[config.mk]
export PLATFORM = sky130hd
export DESIGN_NAME = fir_coeff_loader
export DESIGN_NICKNAME = d
export VERILOG_FILES = /design/src/rtl/fir_coeff_loader_pkg.sv /design/src/rtl/fir_coeff_loader_toggle_detect.sv /design/src/rtl/fir_coeff_loader.sv
export SDC_FILE = /design/constraint.sdc
export NUM_CORES = 1
export LEC_CHECK = 0
export ABC_CLOCK_PERIOD_IN_PS = 2500
export CELL_PAD_IN_SITES_DETAIL_PLACEMENT = 1
export CELL_PAD_IN_SITES_GLOBAL_PLACEMENT = 1
export CORE_UTILIZATION = 32
export CTS_CLUSTER_DIAMETER = 150
export DETAILED_ROUTE_END_ITERATION = 8
export GPL_ROUTABILITY_DRIVEN = 0
export GPL_TIMING_DRIVEN = 0
export PLACE_DENSITY = 0.87
export SLEW_MARGIN = 20
export SYNTH_ARGS = -nofsm -noshare
export SYNTH_HDL_FRONTEND = slang
export SYNTH_SLANG_ARGS = --single-unit
[constraint.sdc]
create_clock -name user_clk -period 2.5 [get_ports user_clk]
set_clock_uncertainty 0.05 [all_clocks]
set_input_delay 0.25 -clock user_clk [delete_from_list [all_inputs] [get_ports user_clk]]
set_output_delay 0.25 -clock user_clk [all_outputs]
set_load 0.05 [all_outputs]
[src/rtl/fir_coeff_loader_pkg.sv]
// Shared definitions for the FIR coefficient loader.
// Holds the FSM states, the control/status register bit map and the status packer.
package fir_coeff_loader_pkg;

    typedef enum logic [1:0] {
        ST_IDLE      = 2'd0,
        ST_WR_B0     = 2'd1,
        ST_WR_B1     = 2'd2,
        ST_WAIT_SYNC = 2'd3
    } state_e;

    localparam int CTRL_LOAD_BIT   = 31;
    localparam int CTRL_COMMIT_BIT = 30;
    localparam int CTRL_CLR_BIT    = 29;
    localparam int CTRL_IDX_W      = 8;

    localparam int STAT_BUSY_BIT    = 31;
    localparam int STAT_PEND_BIT    = 30;
    localparam int STAT_OVERRUN_BIT = 29;
    localparam int STAT_RANGE_BIT   = 28;
    localparam int STAT_COUNT_W     = 16;

    function automatic logic [31:0] pack_status(
        input logic                    busy,
        input logic                    pending,
        input logic                    overrun,
        input logic                    range_err,
        input logic [STAT_COUNT_W-1:0] load_count
    );
        logic [31:0] s;
        s                   = '0;
        s[STAT_BUSY_BIT]    = busy;
        s[STAT_PEND_BIT]    = pending;
        s[STAT_OVERRUN_BIT] = overrun;
        s[STAT_RANGE_BIT]   = range_err;
        s[STAT_COUNT_W-1:0] = load_count;
        return s;
    endfunction

endpackage

[src/rtl/fir_coeff_loader_toggle_detect.sv]
// Turns software toggle bits into one-cycle event pulses.
// The first cycle out of reset only captures the register value so stale toggles never fire.
module toggle_detect #(
    parameter int W = 3
) (
    input  logic         clk_i,
    input  logic         rst_n_i,
    input  logic [W-1:0] bits_i,
    output logic [W-1:0] event_o
);

    logic [W-1:0] copy_q;
    logic         armed_q;

    always_ff @(posedge clk_i) begin
        if (!rst_n_i) begin
            copy_q  <= '0;
            armed_q <= 1'b0;
        end else begin
            copy_q  <= bits_i;
            armed_q <= 1'b1;
        end
    end

    assign event_o = armed_q ? (bits_i ^ copy_q) : '0;

endmodule

[src/rtl/fir_coeff_loader.sv]
// Loads b0/b1 coefficient pairs into the shadow bank of a double-buffered FIR
// coefficient RAM and swaps banks on a frame boundary after a commit request.
module fir_coeff_loader
    import fir_coeff_loader_pkg::*;
#(
    parameter int NTAPS  = 32,
    parameter int COEF_W = 16
) (
    input  logic                    user_clk,
    input  logic                    user_rst_n,
    input  logic [2*COEF_W-1:0]     coef_data,
    input  logic [31:0]             coef_ctrl,
    input  logic                    sync_in,
    output logic                    coef_we,
    output logic [$clog2(NTAPS):0]  coef_addr,
    output logic [COEF_W-1:0]       coef_wdata,
    output logic                    active_bank,
    output logic [31:0]             status_out,
    output state_e                  dbg_state_o
);

    localparam int TAP_W = $clog2(NTAPS);
    localparam int PAIR_W = TAP_W - 1;

    logic [2:0] ev;
    logic       load_ev;
    logic       commit_ev;
    logic       clr_ev;

    toggle_detect #(.W(3)) u_toggle (
        .clk_i   (user_clk),
        .rst_n_i (user_rst_n),
        .bits_i  ({coef_ctrl[CTRL_LOAD_BIT], coef_ctrl[CTRL_COMMIT_BIT], coef_ctrl[CTRL_CLR_BIT]}),
        .event_o (ev)
    );

    assign load_ev   = ev[2];
    assign commit_ev = ev[1];
    assign clr_ev    = ev[0];

    state_e                    state_q, state_d;
    logic [COEF_W-1:0]         b1_q, b1_d;
    logic [PAIR_W-1:0]         idx_q, idx_d;
    logic                      we_q, we_d;
    logic [TAP_W:0]            addr_q, addr_d;
    logic [COEF_W-1:0]         wdata_q, wdata_d;
    logic                      bank_q, bank_d;
    logic                      pend_q, pend_d;
    logic                      over_q, over_d;
    logic                      range_q, range_d;
    logic [STAT_COUNT_W-1:0]   count_q, count_d;

    logic set_over;
    logic set_range;
    logic flip;
    logic idx_ok;
    logic unused_ctrl_bits;

    assign idx_ok = ({24'd0, coef_ctrl[CTRL_IDX_W-1:0]} < 32'(NTAPS / 2));
    assign unused_ctrl_bits = ^coef_ctrl[CTRL_CLR_BIT-1:CTRL_IDX_W];

    always_comb begin
        state_d   = state_q;
        b1_d      = b1_q;
        idx_d     = idx_q;
        we_d      = 1'b0;
        addr_d    = addr_q;
        wdata_d   = wdata_q;
        bank_d    = bank_q;
        count_d   = count_q;
        set_over  = 1'b0;
        set_range = 1'b0;
        flip      = 1'b0;

        // Write strobes are computed one state ahead so the RAM port comes straight from flops.
        case (state_q)
            ST_IDLE: begin
                if (load_ev && idx_ok) begin
                    state_d = ST_WR_B0;
                    b1_d    = coef_data[COEF_W-1:0];
                    idx_d   = coef_ctrl[PAIR_W-1:0];
                    we_d    = 1'b1;
                    addr_d  = {~bank_q, coef_ctrl[PAIR_W-1:0], 1'b0};
                    wdata_d = coef_data[2*COEF_W-1:COEF_W];
                end else begin
                    set_range = load_ev;
                    if (commit_ev || pend_q) begin
                        state_d = ST_WAIT_SYNC;
                    end
                end
            end
            ST_WR_B0: begin
                set_over = load_ev;
                state_d  = ST_WR_B1;
                we_d     = 1'b1;
                addr_d   = {~bank_q, idx_q, 1'b1};
                wdata_d  = b1_q;
                count_d  = count_q + 1'b1;
            end
            ST_WR_B1: begin
                set_over = load_ev;
                state_d  = (commit_ev || pend_q) ? ST_WAIT_SYNC : ST_IDLE;
            end
            ST_WAIT_SYNC: begin
                set_over = load_ev;
                if (sync_in) begin
                    flip    = 1'b1;
                    bank_d  = ~bank_q;
                    state_d = ST_IDLE;
                end
            end
            default: state_d = ST_IDLE;
        endcase

        pend_d  = (pend_q & ~flip) | commit_ev;
        over_d  = (over_q & ~clr_ev) | set_over;
        range_d = (range_q & ~clr_ev) | set_range;
    end

    always_ff @(posedge user_clk) begin
        if (!user_rst_n) begin
            state_q <= ST_IDLE;
            b1_q    <= '0;
            idx_q   <= '0;
            we_q    <= 1'b0;
            addr_q  <= '0;
            wdata_q <= '0;
            bank_q  <= 1'b0;
            pend_q  <= 1'b0;
            over_q  <= 1'b0;
            range_q <= 1'b0;
            count_q <= '0;
        end else begin
            state_q <= state_d;
            b1_q    <= b1_d;
            idx_q   <= idx_d;
            we_q    <= we_d;
            addr_q  <= addr_d;
            wdata_q <= wdata_d;
            bank_q  <= bank_d;
            pend_q  <= pend_d;
            over_q  <= over_d;
            range_q <= range_d;
            count_q <= count_d;
        end
    end

    assign coef_we     = we_q;
    assign coef_addr   = addr_q;
    assign coef_wdata  = wdata_q;
    assign active_bank = bank_q;
    assign dbg_state_o = state_q;
    assign status_out  = pack_status(state_q != ST_IDLE, pend_q, over_q, range_q, count_q);

endmodule

### Yosys cells after proc, flatten, opt, wreduce, memory -nomap -nowiden

Index checks and enable logic that the tools add are counted.

| word-level totals | value |
|---|---|
| bits in registers | 69 |
| input bits | 67 |
| output and inout bits | 58 |
| logic and storage cells | 59 |

| operators by class | value |
|---|---|
| add/sub/neg operators | 1 |
| $lt $le $gt $ge | 1 |
| eq/ne operators | 6 |
| mux-type cells | 18 |
| bitwise gates (word level) | 10 |
| reductions and logical operators | 10 |

Operators by type and width:

| cell | number |
|---|---|
| one-hot mux 16 bit (2 select lines) | 1 |
| adder 16 x 1 -> 16 bit (second input constant) | 1 |
| two-way mux 16 bit | 1 |
| one-hot mux 6 bit (2 select lines) | 1 |
| < comparator 8 x 5 -> 1 bit (second input constant) | 1 |
| two-way mux 2 bit | 4 |
| one-hot mux 2 bit (4 select lines) | 1 |
| AND reduction 2 bit | 4 |
| two-way mux 1 bit | 7 |
| two-way mux 6 bit | 1 |
| equality test 2 bit (second input constant) | 2 |
| inequality test 2 bit (second input constant) | 2 |
| nonzero test 2 bit | 2 |
| AND 1 bit | 3 |
| two-way mux 3 bit | 1 |
| inequality test 3 bit (second input constant) | 1 |
| inverter 1 bit | 3 |
| OR 1 bit | 3 |
| OR reduction 3 bit | 1 |
| XOR 3 bit | 1 |
| equality test 2 x 1 -> 1 bit (second input constant) | 1 |
| logical NOT 2 bit | 1 |
| one-hot mux 1 bit (2 select lines) | 1 |
| logical AND 1 bit | 1 |
| logical OR 1 bit | 1 |

### Logic depth before layout (Yosys ltp)

Gate-level depths: netlist of the first run.

| depth | value |
|---|---|
| word-level depth | 6 |
| depth in mapped cells | 7 |
| gate-level depth less buffers | 5 |

### Cells and area by module

Synthesis of the first run repeated with hierarchy kept, for this count alone.

| unflattened totals | value |
|---|---|
| cell total of the unflattened synthesis | 330 |
| area, all modules | 2,894.0 um^2 |

By module, submodules not included:

| module | times used | cells an instance | area an instance (um^2) | sequential area each (um^2) |
|---|---|---|---|---|
| fir_coeff_loader | 1 | 317 | 2,746.4 | 1,301.2 |
| toggle_detect | 1 | 13 | 147.6 | 80.1 |

### Least setup slack after synthesis of the first run

OpenSTA, ideal clock, no wires.

| path | value |
|---|---|
| path type | flip-flop to flip-flop |
| start point | register state_q[0], in the netlist dbg_state_o[0] |
| end point | register count_q[14] |
| library setup time | 0.072 ns |
| arrival | 1.764 ns |
| data required time | 2.378 ns |
| path slack | 0.614 ns |
| cell stages (with the launch flop) | 7 |
| path buffers | 2 |
| period minus slack after synthesis | 1.886 ns |
| cell sequence | dfxtp_1 buf_2 nor2b_1 buf_2 nand4_1 nor3b_1 mux2i_1 |

| between the ends | value |
|---|---|
| longest elaborated chain between the ends | 1 |

Ends and longest elaborated chain:

| item | RTL line | source |
|---|---|---|
| start, declared | fir_coeff_loader.sv:41 | `state_e state_q, state_d;` |
| start signal, assigned | fir_coeff_loader.sv:134 | `state_q <= state_d;` |
| equality test 2 x 1 -> 1 bit | fir_coeff_loader.sv:76 | `case (state_q)` |
| end signal, assigned | fir_coeff_loader.sv:144 | `count_q <= count_d;` |
| end, declared | fir_coeff_loader.sv:51 | `logic [STAT_COUNT_W-1:0] count_q, count_d;` |

Every way passes these cells.
A chain may end at the register's enable or synchronous reset.

### Worst setup path after layout of the first run

| path | value |
|---|---|
| start point | register state_q[1], in the netlist dbg_state_o[1] |
| end point | output port status_out[31] |

| between the ends | value |
|---|---|
| longest elaborated chain between the ends | 1 |

Ends and longest elaborated chain:

| item | RTL line | source |
|---|---|---|
| nonzero test 2 bit | fir_coeff_loader.sv:153 | `assign status_out = pack_status(state_q != ST_IDLE, pend_q, over_q, range_q, count_q);` |
| end, declared | fir_coeff_loader.sv:18 | `output logic [31:0] status_out,` |

Every way passes these cells.

==> results.sh, run 1 <==
export IMPL_min_path_cells=3
export IMPL_syn_area_per_cell_um2=8.601
export IMPL_grt_pass1_wl_um=13760
export IMPL_layout_setup_ws_ps=296.4
export IMPL_synth_area_um2=2804
export IMPL_slew_viol_final=0
export IMPL_reg2reg_to="coef_addr[0]"
export IMPL_synth_cells_most_frequent="nand2_1, dfxtp_1, a21oi_1"
export IMPL_hold_violations=0
export IMPL_slew_headroom=0.5966
export IMPL_path_delay_family="buffers and inverters"
export IMPL_cpMaxStageDelayCell="clkdlybuf4s50_1"
export IMPL_post_cts_buffers=0
export IMPL_dr_pass1_iters=4
export IMPL_power_mw=2.440
export IMPL_cp_slowest_stage_delay_ps=800
export IMPL_ys_warn_count=0
export IMPL_fin_nets=507
export IMPL_nFillCells=1003
export IMPL_startpoint_type="flip-flop"
export IMPL_design_core_area_um2=8341
export IMPL_cts_hold_buf=0
export IMPL_htreeDepth=3
export IMPL_synth_largest_area_cell="dfxtp_1"
export IMPL_period_needed_ps=2204
export IMPL_cap_violations=0
export IMPL_via_count=2668
export IMPL_grt_use_total=0.1980
export IMPL_overflow=0
export IMPL_crit_path_end_kind="primary output"
export IMPL_fin_crit_sh=0.8814
export IMPL_synthCells=326
export IMPL_tightest_slew_ps=603.1
export IMPL_antenna_found_initial=0
export IMPL_ir_worst_vdd_mv=0.2825
export IMPL_min_from="coef_data[8]"
export IMPL_ys_ff_latch=69
export IMPL_syn_to_final_growth_pct=45.43
export IMPL_hp_class="in2reg"
export IMPL_async_flop_share=0
export IMPL_ys_top_cells_by_area="dfxtp_1, nand2_1, a21oi_1"
export IMPL_crit_path_max_fanout=10
export IMPL_rsz0062_at_grt="no"
export IMPL_cts_root_buf="clkbuf_8"
export IMPL_ff_latch_area_um2=1381
export IMPL_diodes=0
export IMPL_cts_made_buffers=9
export IMPL_clk_pin_slew_worst_paths_ps=80
export IMPL_die_h_um=95.61
export IMPL_max_freq_mhz=453.8
export IMPL_critPathKind="reg2out"
export IMPL_final_core_util=0.4889
export IMPL_reg2reg_from="u_toggle.copy_q[2]"
export IMPL_fin_area_um2=4078
export IMPL_multi_input_area_um2=1232
export IMPL_dp_slack_ps=249.5
export IMPL_cts_tree="built"
export IMPL_worstPathArrival_ps=1900
export IMPL_start_util=0.3362
export IMPL_rows=33
export IMPL_dp_hpwl_um=6444
export IMPL_clockBufferDepth=2
export IMPL_crit_chain="or2_2 -> clkdlybuf4s50_1"
export IMPL_wire_per_inst_um=15.54
export IMPL_clock_latency_ps=340
export IMPL_yosysMostFrequentCell="nand2_1"
export IMPL_grt_pass1_vias=2858
export IMPL_synthDistinctLibCells=38
export IMPL_postRouteAntennaNets=0
export IMPL_ctsResizeCount=0
export IMPL_pwr_density_cell_nw_per_um2=598.3
export IMPL_placed_cell_area_um2=3887
export IMPL_worst_ep_required_time_ps=2200
export IMPL_seq_area_frac_synth=0.4926
export IMPL_drive_gt1_frac=0.09910
export IMPL_leakagePower_nw=1.452
export IMPL_critPathBufInv=1
export IMPL_drc_errors=0
export IMPL_status="completed"
export IMPL_final_setup_viol_count=0
export IMPL_whs_endpoint="b1_q[8]"
export IMPL_port_buffers=91
export IMPL_vias_per_cell=4.860
export IMPL_synth_edf_count=0
export IMPL_r2r_slack_ps=660
export IMPL_initialDrtViolationCount=101
export IMPL_ios=125
export IMPL_wl_um=8534
export IMPL_reg2regPathDepth=5
export IMPL_dieArea_um2=9140
export IMPL_fin_setup_tns_ps=0
export IMPL_synth_top_area_share=0.4926
export IMPL_die_w_um=95.61
export IMPL_ys_flop_type="dfxtp_1"
export IMPL_grt_max_degree=13
export IMPL_cts_sinks=69
## sequential cells by signal, indices dropped and copies added, names as in the netlist
signal            flops
pend_q                1
u_toggle.copy_q       3
count_q              16
over_q                1
b1_q                 16
u_toggle.armed_q      1
dbg_state_o           2
active_bank           1
coef_addr             6
range_q               1
coef_wdata           16
coef_we               1
idx_q                 4
## layout by cell type, fill, tap and decap left out, types with 4 or more instances in the layout
cell type	netlist	layout
nor3_1	6	6
nor2_1	21	21
xnor2_1	10	10
a22oi_1	17	17
a21oi_1	38	38
conb_1	1	12
clkinv_2	0	4
clkdlybuf4s50_1	0	91
xor2_1	6	6
nand3_1	9	9
nand2_1	72	72
inv_1	4	4
buf_2	5	5
buf_4	17	17
dfxtp_1	69	69
a31oi_1	4	4
clkbuf_8	0	9
clkbuf_1	10	10
mux2i_1	4	4
## through the flow
step | hold WS (ps) | instances
after floorplan | 227.7 | 337
after detailed placement | 399.9 | 533
after global routing | 405.9 | 549
after CTS | 391.3 | 549
after global placement | 388.2 | 533
final | 402.5 | 549
## per-layer routing
layer	global-route usage	share of wire
met1	0.2250	0.42
met2	0.3536	0.51
met3	0.03110	0.037
met4	0.1057	0.030
met5	0	0
## logic make-up after synthesis
group                    share of synthesized area
AO/OA/AOI/OAI                               0.1495
XOR/XNOR                                   0.04998
adder cells (fa/ha/maj)                   0.004462
buffers and inverters                      0.08255
flip-flops                                  0.4926
multiplexers                               0.01428
other                                     0.001337
AND/OR/NAND/NOR                             0.2053
## worst reg2reg max path, stage by stage, from the launching register on
cell and delay (ps):
dfxtp_1 330, xor2_1 500, nand3_1 250, clkbuf_1 310, a21oi_1 220, nor2_1 60
## power by group
part	total, mW	switching [mW]	internal (mW)
sequential	1.15	0.0226	1.12
clock	0.890	0.435	0.455
combinational	0.404	0.245	0.159
total	2.44	0.702	1.74
## final cells by class
type / count / area share
Sequential cell: 69 / 0.3388
Multi-Input combinational cell: 229 / 0.3022
Timing Repair Buffer: 91 / 0.2234
Buffer: 34 / 0.05216
Tap cell: 105 / 0.03222
Clock buffer: 9 / 0.03038
Clock inverter: 7 / 0.01626
Inverter: 5 / 0.004603
## how the worst max path moves through the flow
stage / cells past startpoint / end / slack (ps) / start
after floorplan: 6 / count_q[14] / 610 / dbg_state_o[0]
after global placement: 6 / coef_addr[0] / 340 / coef_ctrl[31]
after detailed placement: 6 / coef_addr[0] / 250 / coef_ctrl[31]
after CTS: 2 / status_out[31] / 300 / dbg_state_o[1]
after global routing: 2 / status_out[31] / 210 / dbg_state_o[1]
final: 2 / status_out[31] / 300 / dbg_state_o[1]
No activity file was read; power rests on OpenSTA's default activity.
==> run 2, diff against run 1 <==
Settings changed: MAX_ROUTING_LAYER from default to met4.
==> run 2 against run 1 <==
Against the previous run:
- critical path depth unchanged
- non-clock buffer count is the same
- first-iteration DRC count increased by 6.9%
- clock-buffer cell count unchanged
- critical endpoint unchanged
==> results.sh, run 2 (synthesis results as in run 1) <==
export IMPL_status="completed"
export IMPL_final_common_cell="clkdlybuf4s50_1"
export IMPL_cp_slowest_stage_delay_ps=800
export IMPL_diodes=0
export IMPL_fin_crit_sh=0.8811
export IMPL_cpMaxStageDelayCell="clkdlybuf4s50_1"
export IMPL_r2r_slack_ps=670
export IMPL_dr_pass1_iters=4
export IMPL_rsz0062_at_grt="no"
export IMPL_slew_headroom=0.5966
export IMPL_crit_path_max_fanout=10
export IMPL_min_path_cells=3
export IMPL_fin_nets=507
export IMPL_min_from="coef_data[8]"
export IMPL_ir_worst_vdd_mv=0.2825
export IMPL_critPathKind="reg2out"
export IMPL_grt_max_degree=13
export IMPL_max_freq_mhz=454.0
export IMPL_wire_per_inst_um=15.54
export IMPL_layout_common_cells="clkdlybuf4s50_1, nand2_1, dfxtp_1"
export IMPL_initialDrtViolationCount=108
export IMPL_crit_chain="or2_2 -> clkdlybuf4s50_1"
export IMPL_die_h_um=95.61
export IMPL_post_cts_buffers=0
export IMPL_syn_to_final_growth_pct=45.43
export IMPL_drive_gt1_frac=0.09910
export IMPL_clk_pin_slew_worst_paths_ps=70
export IMPL_start_util=0.3362
export IMPL_ff_latch_area_um2=1381
export IMPL_hp_class="in2reg"
export IMPL_rows=33
export IMPL_clock_latency_ps=340
export IMPL_pwr_density_cell_nw_per_um2=597.7
export IMPL_grt_use_total=0.2048
export IMPL_cts_root_buf="clkbuf_8"
export IMPL_reg2regPathDepth=5
export IMPL_path_delay_family="buffers and inverters"
export IMPL_port_buffers=91
export IMPL_cts_tree="built"
export IMPL_wl_um=8529
export IMPL_multi_input_area_um2=1232
export IMPL_worst_ep_required_time_ps=2200
export IMPL_cts_sinks=69
export IMPL_via_count=2678
export IMPL_startpoint_type="flip-flop"
export IMPL_whs_endpoint="b1_q[8]"
export IMPL_grt_pass1_vias=2844
export IMPL_design_core_area_um2=8341
export IMPL_fin_area_um2=4078
export IMPL_grt_pass1_wl_um=13770
export IMPL_ios=125
export IMPL_placed_cell_area_um2=3887
export IMPL_drc_errors=0
export IMPL_crit_path_end_kind="primary output"
export IMPL_worstPathArrival_ps=1900
export IMPL_die_w_um=95.61
export IMPL_dp_hpwl_um=6444
export IMPL_slew_viol_final=0
export IMPL_antenna_found_initial=0
export IMPL_nFillCells=1003
export IMPL_postRouteAntennaNets=0
export IMPL_reg2reg_to="coef_addr[0]"
export IMPL_tightest_slew_ps=603.0
export IMPL_final_setup_viol_count=0
export IMPL_htreeDepth=3
export IMPL_ctsResizeCount=0
export IMPL_cap_violations=0
export IMPL_dieArea_um2=9140
export IMPL_fin_setup_tns_ps=0
export IMPL_period_needed_ps=2203
export IMPL_leakagePower_nw=1.452
export IMPL_overflow=0
export IMPL_clockBufferDepth=2
export IMPL_reg2reg_from="u_toggle.copy_q[2]"
export IMPL_cts_hold_buf=0
export IMPL_hold_violations=0
export IMPL_vias_per_cell=4.878
export IMPL_critPathBufInv=1
export IMPL_cts_made_buffers=9
## run 2: power by group
group	leakage [nW]	internal (mW)	switching, mW
clock network	0.0987	0.455	0.433
logic	0.795	0.159	0.245
registers	0.559	1.12	0.0226
total	1.45	1.74	0.700
## run 2: how the worst max path moves through the flow
stage,start,endpoint,cells after the start
floorplan,dbg_state_o[0],count_q[14],6
global placement,coef_ctrl[31],coef_addr[0],6
detailed placement,coef_ctrl[31],coef_addr[0],6
CTS,dbg_state_o[1],status_out[31],2
global route,dbg_state_o[1],status_out[31],2
finish,dbg_state_o[1],status_out[31],2
## run 2: cell type report
| class | instances | area share |
|---|---|---|
| multi-input cells | 229 | 0.3022 |
| clock buffers | 9 | 0.03038 |
| clock inverters | 7 | 0.01626 |
| well taps | 105 | 0.03222 |
| plain buffers | 34 | 0.05216 |
| flip-flops and latches | 69 | 0.3388 |
| inverters | 5 | 0.004603 |
| repair buffers | 91 | 0.2234 |
## run 2: metal layers
layer,wire (um),GRT usage,share of wire,vias up
met3,342,0.03349,0.040,17
met2,4376,0.3530,0.51,71
li1,-,-,-,1304
met4,250,0.1057,0.029,0
met5,0,-,0,-
met1,3560,0.2270,0.42,1286
## run 2: metrics by stage
stage	utilization	cells	power [mW]	setup slack, ps	hold WS, ps
after floorplan	-	337	1.407	614.0	227.7
after global placement	0.4661	533	1.565	335.4	388.2
after detailed placement	0.4661	533	1.572	249.5	399.9
after CTS	0.4889	549	2.459	297.9	391.3
after global routing	0.4889	549	2.536	203.9	403.2
final	0.4889	549	2.437	297.4	405.1
## run 2: worst min-delay path, stage by stage
cell and delay [ps]:
clkdlybuf4s50_1 400, nand2_1 60, a21oi_1 50
==> run 3, diff against run 2 <==
Settings changed: ABC_CLOCK_PERIOD_IN_PS 2500 to 2140, CORE_UTILIZATION 32 to 30, PLACE_DENSITY 0.87 to 0.83.
Clock period 2.5 ns to 2.14 ns, I/O delays scaled along.
==> run 3 against run 2 <==
Against the previous run:
- combinational power up 16%
- setup slack worse by 190 ps
- total power up 28%
- register-to-register slack worse by 420 ps
- die area up 6.5%
- clock-buffer cell count up 2
- highest routed layer unchanged
- core utilization down 2.3 points
==> results.sh, run 3 (synthesis results as in run 1) <==
export IMPL_ctsResizeCount=1
export IMPL_critPathKind="reg2out"
export IMPL_leakagePower_nw=1.479
export IMPL_rsz0062_at_grt="no"
export IMPL_drc_errors=0
export IMPL_slew_headroom=0.6267
export IMPL_syn_to_final_growth_pct=47.61
export IMPL_status="completed"
export IMPL_cts_made_buffers=9
export IMPL_tightest_slew_ps=559.9
export IMPL_clockBufferDepth=2
export IMPL_power_mw=3.127
export IMPL_die_w_um=98.68
export IMPL_clock_latency_ps=340
export IMPL_slew_viol_final=0
export IMPL_grt_max_degree=13
export IMPL_path_delay_family="buffers and inverters"
export IMPL_die_h_um=98.68
export IMPL_dr_pass1_iters=4
export IMPL_fin_crit_sh=0.9520
export IMPL_initialDrtViolationCount=125
export IMPL_design_core_area_um2=8891
export IMPL_via_count=2673
export IMPL_htreeDepth=3
export IMPL_min_from="coef_data[7]"
export IMPL_final_setup_viol_count=0
export IMPL_vias_per_cell=4.842
export IMPL_cts_root_buf="clkbuf_8"
export IMPL_grt_pass1_vias=2794
export IMPL_crit_path_end_kind="primary output"
export IMPL_startpoint_type="flip-flop"
export IMPL_hold_violations=0
export IMPL_antenna_found_initial=0
export IMPL_postRouteAntennaNets=0
export IMPL_crit_chain="clkdlybuf4s50_1"
export IMPL_wire_per_inst_um=15.53
export IMPL_cpMaxStageDelayCell="clkdlybuf4s50_1"
export IMPL_cts_sinks=69
export IMPL_grt_pass1_wl_um=13570
export IMPL_port_buffers=91
export IMPL_layout_setup_ws_ps=102.7
export IMPL_placed_cell_area_um2=3891
export IMPL_grt_use_total=0.1860
export IMPL_dp_hpwl_um=6243
export IMPL_cap_violations=0
export IMPL_cts_hold_buf=0
export IMPL_diodes=0
export IMPL_dieArea_um2=9737
export IMPL_layout_common_cells="clkdlybuf4s50_1, nand2_1, dfxtp_1"
export IMPL_final_common_cell="clkdlybuf4s50_1"
export IMPL_crit_path_max_fanout=10
export IMPL_start_util=0.3154
export IMPL_reg2reg_from="dbg_state_o[0]"
export IMPL_startpoint="dbg_state_o[1]"
export IMPL_pwr_density_cell_nw_per_um2=755.5
export IMPL_clk_pin_slew_worst_paths_ps=80
export IMPL_period_needed_ps=2037
export IMPL_hold_ws_ps=372.1
export IMPL_worstPathArrival_ps=1770
export IMPL_rows=34
export IMPL_fin_area_um2=4139
export IMPL_ir_worst_vdd_mv=0.4213
export IMPL_critPathBufInv=1
export IMPL_dp_slack_ps=-48.70
export IMPL_fin_setup_tns_ps=0
export IMPL_fin_nets=507
export IMPL_cp_slowest_stage_delay_ps=890
export IMPL_post_cts_buffers=0
export IMPL_overflow=0
export IMPL_ios=125
export IMPL_cts_tree="built"
export IMPL_worst_ep_required_time_ps=1880
export IMPL_hp_class="in2reg"
export IMPL_drive_gt1_frac=0.09685
export IMPL_max_freq_mhz=490.9
export IMPL_wl_um=8570
## run 3: cell count changes in the layout (fill, tap and decap cells not counted), sizes merged
cell	before	now
clkdlybuf4s50	91	90
clkbuf	19	21
dlygate4sd2	0	1
clkinvlp	1	0
clkinv	6	3
bufinv	1	3
## run 3: cell type report
| class | instances | area, um2 |
|---|---|---|
| sequential | 69 | 1381 |
| timing repair buffer | 91 | 909.6 |
| tap | 108 | 135.1 |
| clock buffer | 11 | 141.4 |
| inverter | 5 | 18.77 |
| clock inverter | 5 | 107.6 |
| multi-input combinational | 229 | 1232 |
| buffer | 34 | 212.7 |
| fill | 1056 | 4752 |
## run 3: routing by layer
layer	part of all wire	global-route usage	wire [um]	vias up
met1	0.42	0.2026	3630	1278
met4	0.027	0.08496	232	0
li1	-	-	-	1303
met3	0.033	0.03191	284	17
met2	0.52	0.3310	4423	75
met5	0	-	0	-
## run 3: worst paths after layout
check              endpoint  slack, ps  depth (start not counted)
min                 b1_q[7]        370                          3
max          dbg_state_o[1]        100                          1
max reg2reg   coef_wdata[7]        250                          6
min reg2reg         b1_q[3]        410                          2
## run 3: report_power, final
group	switching (mW)	leakage [nW]	internal [mW]	total (mW)
Sequential	0.0291	0.559	1.31	1.34
Combinational	0.286	0.797	0.183	0.469
Clock	0.506	0.124	0.811	1.32
Total	0.820	1.48	2.31	3.13
## run 3: stage by stage
stage,instances,util
finish,552,0.4655
global placement,536,0.4377
CTS,552,0.4655
global route,552,0.4655
floorplan,337,-
detailed placement,536,0.4377
